### config.mk
export PLATFORM = sky130hd
export DESIGN_NAME = buyruk_getirme_birimi
export DESIGN_NICKNAME = d
export VERILOG_FILES = /design/src/rtl/islemci_paket.sv /design/src/rtl/buyruk_kuyrugu.sv /design/src/rtl/buyruk_getirme_birimi.sv
export SDC_FILE = /design/constraint.sdc
export NUM_CORES = 2
export LEC_CHECK = 0
export CORE_UTILIZATION = 25
export CTS_CLUSTER_SIZE = 16
export DETAILED_ROUTE_END_ITERATION = 6
export PLACE_DENSITY = 0.41
export SLEW_MARGIN = 15
export SYNTH_ARGS = -nofsm -noshare
export SYNTH_HDL_FRONTEND = slang
export SYNTH_HIERARCHICAL = 1
export SYNTH_SLANG_ARGS = --single-unit
### constraint.sdc
create_clock -name saat -period 6.15 [get_ports saat]
set_input_delay 1.5375 -clock saat [delete_from_list [all_inputs] [get_ports saat]]
set_output_delay 1.5375 -clock saat [all_outputs]
set_load 0.02 [all_outputs]
### src/rtl/islemci_paket.sv
// Constants and the fetch-state type used by the islemci core and its fetch unit.
package islemci_paket;

  localparam logic [31:0] NOP_BUYRUK = 32'h0000_0013;
  localparam int unsigned PS_ADIM    = 4;

  typedef enum logic [1:0] {
    BOS   = 2'd0,
    GETIR = 2'd1,
    DUR   = 2'd2
  } getirme_durumu_e;

endpackage

### src/rtl/buyruk_kuyrugu.sv
// Synchronous prefetch FIFO carrying instruction word and its byte PC.
module buyruk_kuyrugu #(
  parameter int unsigned VERI_GEN = 32,
  parameter int unsigned DERINLIK = 4
) (
  input  logic                        saat,
  input  logic                        reset,
  input  logic                        push_i,
  input  logic                        pop_i,
  input  logic                        flush_i,
  input  logic [VERI_GEN-1:0]         veri_i,
  input  logic [VERI_GEN-1:0]         ps_i,
  output logic [$clog2(DERINLIK):0]   sayi_o,
  output logic [VERI_GEN-1:0]         bas_veri_o,
  output logic [VERI_GEN-1:0]         bas_ps_o
);

  localparam int unsigned IS_W = $clog2(DERINLIK);

  logic [VERI_GEN-1:0] veri_q [DERINLIK];
  logic [VERI_GEN-1:0] ps_q   [DERINLIK];
  logic [IS_W-1:0]     oku_is_q, yaz_is_q;
  logic [IS_W:0]       sayi_q;
  logic                cek, it;

  assign cek = pop_i && (sayi_q != '0);
  assign it  = push_i && ((sayi_q != (IS_W+1)'(DERINLIK)) || cek);

  always_ff @(posedge saat) begin
    if (it && !flush_i) begin
      veri_q[yaz_is_q] <= veri_i;
      ps_q[yaz_is_q]   <= ps_i;
    end
  end

  always_ff @(posedge saat or negedge reset) begin
    if (!reset) begin
      oku_is_q <= '0;
      yaz_is_q <= '0;
      sayi_q   <= '0;
    end else if (flush_i) begin
      oku_is_q <= '0;
      yaz_is_q <= '0;
      sayi_q   <= '0;
    end else begin
      if (it)  yaz_is_q <= yaz_is_q + IS_W'(1);
      if (cek) oku_is_q <= oku_is_q + IS_W'(1);
      case ({it, cek})
        2'b10:   sayi_q <= sayi_q + (IS_W+1)'(1);
        2'b01:   sayi_q <= sayi_q - (IS_W+1)'(1);
        default: sayi_q <= sayi_q;
      endcase
    end
  end

  assign sayi_o     = sayi_q;
  assign bas_veri_o = veri_q[oku_is_q];
  assign bas_ps_o   = ps_q[oku_is_q];

endmodule

### src/rtl/buyruk_getirme_birimi.sv
// Instruction fetch unit: loadable program memory, sequential prefetch into a
// small queue, valid/ready delivery, flush-and-refetch on PC redirect.
module buyruk_getirme_birimi
  import islemci_paket::*;
#(
  parameter int unsigned VERI_GEN        = 32,
  parameter int unsigned BELLEK_DERINLIK = 64,
  parameter int unsigned KUYRUK_DERINLIK = 4
) (
  input  logic                               saat,
  input  logic                               reset,
  input  logic                               yukle_gecerli,
  input  logic [$clog2(BELLEK_DERINLIK)-1:0] yukle_adres,
  input  logic [VERI_GEN-1:0]                yukle_veri,
  input  logic                               baslat,
  input  logic                               hedef_gecerli,
  input  logic [VERI_GEN-1:0]                hedef_ps,
  output logic [VERI_GEN-1:0]                buyruk,
  output logic [VERI_GEN-1:0]                buyruk_ps,
  output logic                               buyruk_gecerli,
  input  logic                               buyruk_hazir,
  output logic                               bitti,
  output logic                               hata
);

  localparam int unsigned ADRES_W = $clog2(BELLEK_DERINLIK);
  localparam int unsigned SAYI_W  = $clog2(KUYRUK_DERINLIK) + 1;
  localparam logic [VERI_GEN-1:0] SON_PS = VERI_GEN'(BELLEK_DERINLIK * PS_ADIM);

  logic [VERI_GEN-1:0] bellek [BELLEK_DERINLIK];

  getirme_durumu_e     durum_q, durum_d;
  logic [VERI_GEN-1:0] fps_q, fps_d, fps_art;
  logic [VERI_GEN-1:0] oku_veri_q, oku_ps_q;
  logic                ucus_q, bitti_q, bitti_d, hata_q, hata_d;
  logic                oku, yonlendir, bosalt, cek;
  logic [SAYI_W-1:0]   kuyruk_sayi, dolu;
  logic [VERI_GEN-1:0] bas_veri, bas_ps;

  assign yonlendir = hedef_gecerli && (durum_q != BOS);
  assign bosalt    = baslat || yonlendir;
  // Reads still in flight reserve a slot, so a returning word always fits.
  assign dolu      = kuyruk_sayi + SAYI_W'(ucus_q);
  assign oku       = (durum_q == GETIR) && !bosalt && (fps_q < SON_PS) &&
                     (dolu < SAYI_W'(KUYRUK_DERINLIK));
  assign fps_art   = fps_q + VERI_GEN'(PS_ADIM);

  always_ff @(posedge saat) begin
    if (yukle_gecerli) bellek[yukle_adres] <= yukle_veri;
    if (oku)           oku_veri_q <= bellek[fps_q[ADRES_W+1:2]];
  end

  always_comb begin
    durum_d = durum_q;
    fps_d   = fps_q;
    bitti_d = bitti_q;
    hata_d  = hata_q;
    if (baslat) begin
      durum_d = GETIR;
      fps_d   = '0;
      bitti_d = 1'b0;
      hata_d  = 1'b0;
    end else if (yonlendir) begin
      if (hedef_ps[1:0] != 2'b00) begin
        hata_d  = 1'b1;
        durum_d = DUR;
      end else begin
        fps_d   = hedef_ps;
        bitti_d = (hedef_ps >= SON_PS);
        durum_d = (hedef_ps >= SON_PS) ? DUR : GETIR;
      end
    end else if (oku) begin
      fps_d = fps_art;
      if (fps_art >= SON_PS) begin
        bitti_d = 1'b1;
        durum_d = DUR;
      end
    end
  end

  always_ff @(posedge saat or negedge reset) begin
    if (!reset) begin
      durum_q  <= BOS;
      fps_q    <= '0;
      oku_ps_q <= '0;
      ucus_q   <= 1'b0;
      bitti_q  <= 1'b0;
      hata_q   <= 1'b0;
    end else begin
      durum_q  <= durum_d;
      fps_q    <= fps_d;
      ucus_q   <= oku;
      bitti_q  <= bitti_d;
      hata_q   <= hata_d;
      if (oku) oku_ps_q <= fps_q;
    end
  end

  buyruk_kuyrugu #(
    .VERI_GEN (VERI_GEN),
    .DERINLIK (KUYRUK_DERINLIK)
  ) u_kuyruk (
    .saat       (saat),
    .reset      (reset),
    .push_i     (ucus_q),
    .pop_i      (cek),
    .flush_i    (bosalt),
    .veri_i     (oku_veri_q),
    .ps_i       (oku_ps_q),
    .sayi_o     (kuyruk_sayi),
    .bas_veri_o (bas_veri),
    .bas_ps_o   (bas_ps)
  );

  assign buyruk_gecerli = (kuyruk_sayi != '0);
  assign cek            = buyruk_gecerli && buyruk_hazir;
  assign buyruk         = buyruk_gecerli ? bas_veri : VERI_GEN'(NOP_BUYRUK);
  assign buyruk_ps      = buyruk_gecerli ? bas_ps : '0;
  assign bitti          = bitti_q;
  assign hata           = hata_q;

endmodule

==> out/results.ini <==
[run_status]
status=finished clean

[sta]
fmax_ghz=0.1953
setup_viol=0
worst_slack_ns=1.030
finalHoldViolCount=0
worst_slew_pin_slew_ns=1.102
finalCritPeriodShare_pct=83.25
slew_violations=0
tns_ns=0
clock_skew_ns=0.06875
period_needed_ns=5.120
rsz0062_at_grt=no
max_slew_margin_pct=26.56

[floorplan]
start_util_pct=25.18
core-area_um2=366700
die_w_um=609.7
die_area_um2=371700
die_height_um=609.7
row_count=222
io_pins=143

[route]
drc_errors=0
dr_total_vias=41900
drt_iter0_markers=3880
firstDrtPassIters=5
wl_per_cell_um=28.83
wirelength_um=265400
viasPerCell=4.551
ant_nets=0

[worst_setup_path]
required_ns=4.61
crit_buf_inv=2
path_cells=buf_4 > mux4_2 > and2_1 > clkdlybuf4s50_1
crit_type=register to output pin
crit_arrival_ns=3.58
crit_path_top_delay_cell=dfrtp_4
cp-end-kind=output pin
cpPeakStageDelay_ns=0.89
cp-start-kind=register
crit_fanout=34
crit_family=buffers and inverters

[cts]
ctsResizeCount=0
path_clk_slew_ns=0.06
clock-sinks=2412
cts_made_buffers=280
root_buffer=clkbuf_16
cts_tree=built
cts_hold_buf=0
worstSkewPairLatency_ns=0.89
htree_levels=5
clockBufferDepth=4
cts_setup_buffers=0

[placed_design]
port-buffer-count=142
gp_congestion=0.7397
post-place-ws_ns=1.379
hpwlAfterDp_um=154400

[yosys]
seq_area_frac_synth_pct=78.04
synth_cell_types=61
syn_avg_cell_area_um2=24.06
ys_warn_count=6
ys.flop_type=edfxtp_1
synth_nets=3920
synthArstFlopShare_pct=3.151
syn_inst=3838
synth_area_um2=92320
synth_edf_count=2336
synth-seq-cells=2412

[global_routing]
grt_overflow=0
grt_pass1_wl_um=368700
grt_max_degree=92
track_usage_pct=14.10
grt_pass1_vias=43710
grt_antenna_before_repair=32

[power_and_ir_drop]
leakage_nw=32.44
p_per_area_nw_per_um2=351.9
ir_drop_uv=198.7

[final_layout]
fin_nets=4277
synthToLayoutAreaGrowth_pct=18.37
layout_common_cells=edfxtp_1 (2336), mux4_2 (736), clkbuf_16 (292)
drive_gt1_share_pct=31.29
final_common_cell=edfxtp_1

[job]
cap_violations=0

[hold_path]
hold_class=register to register

final cells by class:
type / count / area (um2)
Antenna cell: 9 / 22.52
Clock buffer: 345 / 7546
Clock inverter: 124 / 1112
Fill cell: 35380 / 257400
Inverter: 7 / 26.28
Multi-Input combinational cell: 1212 / 19850
Sequential cell: 2412 / 72080
Tap cell: 4816 / 6026
Timing Repair Buffer: 282 / 2625
routing by layer:
| metal | share of wire, % | routed length (um) | up-vias | track usage (%) |
|---|---|---|---|---|
| met2 | 48 | 127000 | 1040 | 22.95 |
| met3 | 4.3 | 11370 | 305 | 1.824 |
| met1 | 46 | 121700 | 23330 | 20.08 |
| met4 | 2.0 | 5304 | 2 | 3.103 |
| met5 | 0.0038 | 10 | - | 0 |
| li1 | - | - | 17220 | - |
synthesized netlist by cell type (2+ instances only):
library cell | n | area (um2)
nand3_1 | 42 | 210.2
edfxtp_1 | 2336 | 70150
xnor2_1 | 8 | 70.07
or3_1 | 3 | 18.77
o21ai_0 | 19 | 95.09
a32oi_1 | 4 | 35.03
and3_1 | 7 | 43.79
mux2_2 | 10 | 112.6
nand3b_1 | 4 | 30.03
a21o_1 | 3 | 22.52
mux4_2 | 736 | 16580
xor2_1 | 2 | 17.52
nand4_1 | 10 | 62.56
nor4_1 | 19 | 118.9
or3b_2 | 4 | 35.03
a21oi_1 | 17 | 85.08
o21ai_1 | 3 | 15.01
buf_4 | 2 | 15.01
ha_1 | 5 | 62.56
nor2_1 | 93 | 349.1
dfrtp_1 | 76 | 1902
nor4b_1 | 2 | 17.52
nand2_1 | 52 | 195.2
and4_1 | 5 | 43.79
buf_1 | 36 | 135.1
and2_1 | 70 | 437.9
o21a_1 | 2 | 15.01
a22o_1 | 4 | 35.03
nor3b_1 | 3 | 22.52
o221ai_1 | 2 | 17.52
inv_1 | 7 | 26.28
buf_2 | 49 | 245.2
o211ai_1 | 2 | 15.01
nor2b_1 | 30 | 187.7
clkbuf_1 | 113 | 424.2
nand2b_1 | 13 | 81.33
mux2i_1 | 4 | 40.04
o31ai_1 | 3 | 22.52
nor3_1 | 10 | 50.05
buf_6 | 7 | 78.83
per-stage QoR:
step           util [%]  power [W]  hold slack (ns)  instance area [um2]  instances
5_1_grt           29.80    0.03965           0.5023               109300       9199
3_5_place_dp      27.44    0.02300           0.4769               100600       8729
4_1_cts           29.80    0.03907           0.4775               109300       9198
2_1_floorplan         -    0.02085           0.4474                92320       3838
3_3_place_gp      27.44    0.02300           0.4703               100600       8729
6_report          29.81    0.03845           0.4835               109300       9207
worst paths after layout:
| kind | startpoint | end | slack, ns | cells past startpoint |
|---|---|---|---|---|
| hold reg to reg | fps_q[0]$_DFFE_PN0P_ | fps_q[0]$_DFFE_PN0P_ | 0.48 | 1 |
| setup reg to reg | fps_q[2]$_DFFE_PN0P_ | oku_veri_q[24]$_DFFE_PP_ | 2.21 | 5 |
| hold / removal | fps_q[0]$_DFFE_PN0P_ | fps_q[0]$_DFFE_PN0P_ | 0.48 | 1 |
| min in group asynchronous | reset | oku_ps_q[31]$_DFFE_PN0P_ | 0.63 | 1 |
| max in group asynchronous | reset | fps_q[2]$_DFFE_PN0P_ | 4.36 | 2 |
| setup / recovery | u_kuyruk/oku_is_q[0]$_DFFE_PN0P_ | buyruk[13] | 1.03 | 4 |
state kept, by name, summed over array words and instances (netlist names):
register,flops
u_kuyruk/yaz_is_q,2
durum_q,2
u_kuyruk/oku_is_q,2
oku_ps_q,32
u_kuyruk/sayi_o,3
bellek,2048
hata,1
fps_q,32
bitti,1
oku_veri_q,32
ucus_q,1
u_kuyruk/ps_q,128
u_kuyruk/veri_q,128
kinds of logic (layout without fill, tap and decap cells):
kind of cell,count (synthesis),after routing,synth area share [%]
other cells,0,9,0
compound gates,72,72,0.5082
mux,750,750,18.12
flops,2412,2412,78.04
xor+xnor,10,10,0.09487
simple gates,374,374,2.148
fa+ha+maj,6,6,0.08945
buf+inv,214,758,1.002
power by group:
| group | internal, W | total (W) | switching (W) |
|---|---|---|---|
| Sequential | 0.0182 | 0.0183 | 0.000137 |
| Clock | 0.00941 | 0.0160 | 0.00655 |
| Combinational | 0.00167 | 0.00418 | 0.00251 |
| Total | 0.0293 | 0.0385 | 0.00920 |
(Power assumes the default switching activity.)
